**config.mk**
```make
export PLATFORM = sky130hd
export DESIGN_NAME = divisor
export DESIGN_NICKNAME = d
export VERILOG_FILES = /design/src/rtl/divisor_pkg.sv /design/src/rtl/div_datapath.sv /design/src/rtl/divisor.sv
export SDC_FILE = /design/constraint.sdc
export NUM_CORES = 1
export LEC_CHECK = 0
export BUFFER_PORTS_ARGS = -buffer_cell sky130_fd_sc_hd__buf_2
export CELL_PAD_IN_SITES_DETAIL_PLACEMENT = 1
export CELL_PAD_IN_SITES_GLOBAL_PLACEMENT = 2
export CORE_MARGIN = 1
export CORE_UTILIZATION = 36
export CTS_CLUSTER_DIAMETER = 50
export DETAILED_ROUTE_END_ITERATION = 6
export PLACE_DENSITY = 0.82
export SKIP_LAST_GASP = 1
export SLEW_MARGIN = 20
export SYNTH_ARGS = -nofsm -noshare
export SYNTH_HDL_FRONTEND = slang
export SYNTH_HIERARCHICAL = 1
export SYNTH_SLANG_ARGS = --single-unit
```
**constraint.sdc**
```tcl
create_clock -name clk -period 10 [get_ports clk]
set_input_delay 1.5 -clock clk [delete_from_list [all_inputs] [get_ports clk]]
set_output_delay 1.5 -clock clk [all_outputs]
set_load 0.05 [all_outputs]
```
**src/rtl/divisor_pkg.sv**
```systemverilog
// divisor_pkg: shared definitions for the sequential restoring divider.
//   SIZE    - default operand width in bits
//   CNT_W   - iteration counter width for SIZE
//   state_t - controller states IDLE / CALC / DONE (two-bit encoding)
package divisor_pkg;

  // Width of a counter able to index iterations 0 .. n-1 (at least one bit).
  function automatic int cnt_width(input int n);
    if (n > 1) begin
      return $clog2(n);
    end else begin
      return 1;
    end
  endfunction

  localparam int SIZE  = 32;
  localparam int CNT_W = cnt_width(SIZE);

  typedef enum logic [1:0] {
    IDLE = 2'b00,
    CALC = 2'b01,
    DONE = 2'b10
  } state_t;

endpackage

```
**src/rtl/div_datapath.sv**
```systemverilog
// div_datapath: quotient/shift, partial remainder and divisor registers of the
// restoring divider, with the trial subtractor and restore/accept select.
//   clk, reset      - clock, asynchronous active-high reset
//   load            - capture a into Q, b into the divisor register, clear R
//   step            - perform one restoring iteration
//   zero_fix        - divide-by-zero result: Q = all ones, R = captured dividend
//   a, b            - dividend / divisor operands
//   quot, rem       - quotient and remainder (driven straight from registers)
module div_datapath #(
  parameter int size = 32
) (
  input  logic            clk,
  input  logic            reset,
  input  logic            load,
  input  logic            step,
  input  logic            zero_fix,
  input  logic [size-1:0] a,
  input  logic [size-1:0] b,
  output logic [size-1:0] quot,
  output logic [size-1:0] rem
);

  logic [size-1:0] q_r;
  logic [size-1:0] r_r;
  logic [size-1:0] d_r;
  logic [size:0]   shift_s;
  logic [size:0]   diff_s;

  // Trial subtraction on the shifted partial remainder. R is always below the
  // divisor between iterations, so R itself fits in size bits; only the
  // shifted value and the difference need the extra sign bit.
  always_comb begin
    shift_s = {r_r, q_r[size-1]};
    diff_s  = shift_s - {1'b0, d_r};
  end

  // Q / R / divisor registers: load, divide-by-zero fix-up, or one iteration.
  always_ff @(posedge clk or posedge reset) begin
    if (reset) begin
      q_r <= {size{1'b0}};
      r_r <= {size{1'b0}};
      d_r <= {size{1'b0}};
    end else if (load) begin
      q_r <= a;
      r_r <= {size{1'b0}};
      d_r <= b;
    end else if (zero_fix) begin
      // Q still holds the dividend captured on the load edge.
      q_r <= {size{1'b1}};
      r_r <= q_r;
      d_r <= d_r;
    end else if (step) begin
      if (!diff_s[size]) begin
        r_r <= diff_s[size-1:0];
        q_r <= {q_r[size-2:0], 1'b1};
      end else begin
        r_r <= shift_s[size-1:0];
        q_r <= {q_r[size-2:0], 1'b0};
      end
      d_r <= d_r;
    end else begin
      q_r <= q_r;
      r_r <= r_r;
      d_r <= d_r;
    end
  end

  assign quot = q_r;
  assign rem  = r_r;

endmodule

```
**src/rtl/divisor.sv**
```systemverilog
// divisor: sequential restoring divider with valid_data / ret_ack / Done_Flag /
// ack handshake. One quotient bit per clock; result held until acknowledged.
//   clk, reset  - clock, asynchronous active-high reset
//   a, b        - dividend, divisor (sampled on the capture edge only)
//   valid_data  - request; ack - consumer has taken the result
//   quot, rem   - quotient / remainder
//   Done_Flag   - result valid until ack; ret_ack - one-cycle capture pulse
//   div_zero    - current result came from a divide-by-zero request
module divisor
  import divisor_pkg::*;
#(
  parameter int size = SIZE
) (
  input  logic            clk,
  input  logic            reset,
  input  logic [size-1:0] a,
  input  logic [size-1:0] b,
  input  logic            valid_data,
  input  logic            ack,
  output logic [size-1:0] quot,
  output logic [size-1:0] rem,
  output logic            Done_Flag,
  output logic            ret_ack,
  output logic            div_zero
);

  localparam int CW = cnt_width(size);
  localparam logic [CW-1:0] LAST_CNT = CW'(size - 1);

  state_t        state_r;
  logic [CW-1:0] cnt_r;
  logic          done_r;
  logic          ret_ack_r;
  logic          div_zero_r;
  logic          zero_pend_r;
  logic          b_zero_s;
  logic          load_s;
  logic          step_s;
  logic          zero_fix_s;

  // Datapath strobes decoded from the current state.
  always_comb begin
    b_zero_s   = (b == {size{1'b0}});
    load_s     = 1'b0;
    step_s     = 1'b0;
    zero_fix_s = 1'b0;
    case (state_r)
      IDLE: begin
        load_s = valid_data;
      end
      CALC: begin
        step_s = 1'b1;
      end
      DONE: begin
        zero_fix_s = zero_pend_r;
      end
      default: begin
        load_s = 1'b0;
      end
    endcase
  end

  // Controller: state, iteration counter and registered handshake outputs.
  // A divide-by-zero request enters DONE with zero_pend_r set; that first
  // DONE cycle writes the fixed result and raises Done_Flag, so the result
  // appears one edge after capture and ack cannot be taken before it.
  always_ff @(posedge clk or posedge reset) begin
    if (reset) begin
      state_r     <= IDLE;
      cnt_r       <= {CW{1'b0}};
      done_r      <= 1'b0;
      ret_ack_r   <= 1'b0;
      div_zero_r  <= 1'b0;
      zero_pend_r <= 1'b0;
    end else begin
      case (state_r)
        IDLE: begin
          ret_ack_r <= valid_data;
          done_r    <= 1'b0;
          if (valid_data) begin
            cnt_r       <= {CW{1'b0}};
            div_zero_r  <= b_zero_s;
            zero_pend_r <= b_zero_s;
            state_r     <= b_zero_s ? DONE : CALC;
          end else begin
            state_r <= IDLE;
          end
        end
        CALC: begin
          ret_ack_r <= 1'b0;
          cnt_r     <= cnt_r + {{(CW-1){1'b0}}, 1'b1};
          if (cnt_r == LAST_CNT) begin
            state_r <= DONE;
            done_r  <= 1'b1;
          end else begin
            state_r <= CALC;
          end
        end
        DONE: begin
          ret_ack_r <= 1'b0;
          if (zero_pend_r) begin
            zero_pend_r <= 1'b0;
            done_r      <= 1'b1;
          end else if (ack) begin
            done_r  <= 1'b0;
            state_r <= IDLE;
          end else begin
            state_r <= DONE;
          end
        end
        default: begin
          state_r     <= IDLE;
          cnt_r       <= {CW{1'b0}};
          done_r      <= 1'b0;
          ret_ack_r   <= 1'b0;
          zero_pend_r <= 1'b0;
        end
      endcase
    end
  end

  div_datapath #(
    .size(size)
  ) u_datapath (
    .clk     (clk),
    .reset   (reset),
    .load    (load_s),
    .step    (step_s),
    .zero_fix(zero_fix_s),
    .a       (a),
    .b       (b),
    .quot    (quot),
    .rem     (rem)
  );

  assign Done_Flag = done_r;
  assign ret_ack   = ret_ack_r;
  assign div_zero  = div_zero_r;

endmodule

```
==> flow_summary.toml <==
[status]
status = "finished, final reports clean"

[die]
die_h_um = 141
initial_core_util = 0.370
dieArea_um2 = 19800
rows = 50
die_w_um = 141
ios = 135
core_um2 = 18800

[flow_run]
drv_cap = 0

[yosys]
yosysWarnings = 6
synth-edff-count = 0
async_reset_ff_frac = 1.00
synth-main-ff-cell = "dfrtp_1"
synth_cell_types = 67
synthCells = 784
avgSynthCellArea_um2 = 8.85
synth_seq_cells = 107
syn_nets = 891
synth_area_um2 = 6940
yosysSeqAreaShare = 0.386

[global_routing]
grtUsageMet3 = 0.0367
grt_pass1_wl_mm = 33.1
grt_usage = 0.214
busiest_layer = "met1"
grt_overflow = 0
grt_max_degree = 87
use_met2 = 0.308
grt_use_met1 = 0.326
grt_pass1_vias = 5969
antenna_found_initial = 1

[detailed_routing]
post-route-drc-count = 0
vias_per_cell = 5.31
wirelength_mm = 20.2
post_drt_wl_per_cell_um = 17.9
drtPass1Iterations = 4
drtIter0Drc = 317
detail-route-antenna-nets = 0
num_vias = 6014

[cts]
clockBufferDepth = 2
numCtsBuffers = 9
cts_setup_buffers = 0
clk_latency_ns = 0.37
root_buffer = "clkbuf_16"
hold_buffers = 0
cts.clk_slew.worst_paths_ns = 0.08
cts.sinks = 107
cts_resized = 0
htreeDepth = 3
cts_tree = "built"

[cells_and_area]
area_growth_pct = 16.6
most-common-layout-cells = "134 x buf_2, 107 x dfrtp_1, 93 x a21oi_1"
antennaDiodeCount = 0
drive_gt1_frac = 0.193
layout.nets = 1000
mostFrequentLayoutCell = "buf_2"
finalNonFillerCells = 1132

[worst_setup_path]
cp_max_fo = 43
crit_type = "reg -> reg"
worstPathRequired_ns = 10.29
slowest_delay_ns = 0.50
critPathArrivalTime_ns = 4.08
start_kind = "register"
end_kind = "register"
cpMaxStageDelayCell = "buf_4"
crit_chain = "inv_1, ha_1, fa_1, nor2b_1, o31ai_1, a31o_1, and2_4, o311ai_4, a41o_2, xor2_4, buf_4, mux2i_1, a211o_1, a21oi_1"

[placement]
dp.cells = 1116
dp_slack_ns = 6.22
hpwlAfterDp_mm = 15.0
gp_congestion = 0.830
portBuffers = 134

[timing]
worst_pin_slew_ns = 1.08
fmaxAchievable_mhz = 264
fin_worst_skew_ns = 0.0137
slew_headroom = 0.281
finalHoldViolCount = 0
slew_violations = 0
finalWorstSetupSlack_ns = 6.21
min_period_ns = 3.79
period_share = 0.379
rsz0062_at_grt = "no"
setup_viol = 0
fin_tns_setup_ns = 0

[hold_path]
hold_class = "reg -> reg"
-- state kept, by name (all words and copies together) (netlist names) --
| name | cells |
|---|---|
| u_datapath/d_r | 32 |
| u_datapath/quot | 32 |
| Done_Flag | 1 |
| u_datapath/rem | 32 |
| zero_pend_r | 1 |
| state_r | 2 |
| cnt_r | 5 |
| div_zero | 1 |
| ret_ack | 1 |
-- cells by family after synthesis --
group | share of synthesized area
buf+inv | 0.0555
xor+xnor | 0.0418
compound gates | 0.221
fa+ha+maj | 0.0714
flops | 0.386
mux | 0.0795
simple gates | 0.145
-- synth_stat cells (2+ instances only) --
cell type    n  area share
a211o_1     16       0.020
a211oi_1     3      0.0032
a21o_1      14       0.015
a21oi_1     93       0.067
a221oi_1     5      0.0063
a311oi_1     2      0.0025
a31oi_1      3      0.0027
a41o_1       2      0.0029
and3_1       2      0.0018
buf_1        3      0.0016
buf_2        2      0.0014
clkbuf_1    35       0.019
dfrtp_1    107        0.39
ha_1        38       0.069
inv_1       52       0.028
mux2i_1     54       0.078
nand2_1     84       0.045
nand2b_1     4      0.0036
nand3_1      7      0.0050
nand3b_1     4      0.0043
nand4_1      4      0.0036
nor2_1      35       0.019
nor2b_1     41       0.037
nor3_1       8      0.0058
nor4_1       9      0.0081
o211ai_1     8      0.0087
o21a_1       6      0.0065
o21ai_0     60       0.043
o21ai_1     10      0.0072
o21bai_1     3      0.0032
o31ai_1      5      0.0054
or3_1        2      0.0018
xnor2_1     19       0.024
xor2_1      11       0.014
-- worst max-delay path, delay by kind of cell, from the launching register on --
family                   cells  cell delay, ns
AO/OA/AOI/OAI                6            1.42
adder cells (fa/ha/maj)      2            0.64
buffers and inverters        2            0.58
flip-flops                   1            0.39
AND/OR/NAND/NOR              2            0.33
multiplexers                 1            0.17
XOR/XNOR                     1            0.14
-- through the flow --
step | hold slack [ns] | utilization | cell area (µm²)
2_1_floorplan | 0.455 | - | 6940
3_3_place_gp | 0.465 | 0.415 | 7790
3_5_place_dp | 0.474 | 0.415 | 7790
4_1_cts | 0.491 | 0.431 | 8090
5_1_grt | 0.523 | 0.431 | 8090
6_report | 0.489 | 0.431 | 8090
-- per-layer routing --
| metal | up-vias | wire [µm] |
|---|---|---|
| met1 | 2891 | 10600 |
| met5 | - | 0 |
| met3 | 11 | 864 |
| li1 | 2991 | - |
| met2 | 121 | 8540 |
| met4 | 0 | 194 |
-- cell type report --
class | count | area, µm²
multi-input combinational | 581 | 3890
clock buffer | 10 | 239
fill | 2241 | 10700
timing repair buffer | 141 | 723
inverter | 53 | 203
tap | 234 | 293
clock inverter | 6 | 65.1
sequential | 107 | 2680
-- path summary, 6_finish.rpt --
path / start / end / slack, ns / depth (start not counted)
worst max register to register: u_datapath/quot[31] / u_datapath/rem[11] / 6.21 / 14
worst min register to register: div_zero / div_zero / 0.49 / 2
max in group asynchronous: reset / u_datapath/rem[8] / 7.63 / 3
worst max-delay path: u_datapath/quot[31] / u_datapath/rem[11] / 6.21 / 14
worst min-delay path: div_zero / div_zero / 0.49 / 2
min in group asynchronous: reset / u_datapath/d_r[15] / 1.12 / 2
Power is not shown: default switching activity piles up to over one toggle a cycle in this logic, so the estimate is an artifact.
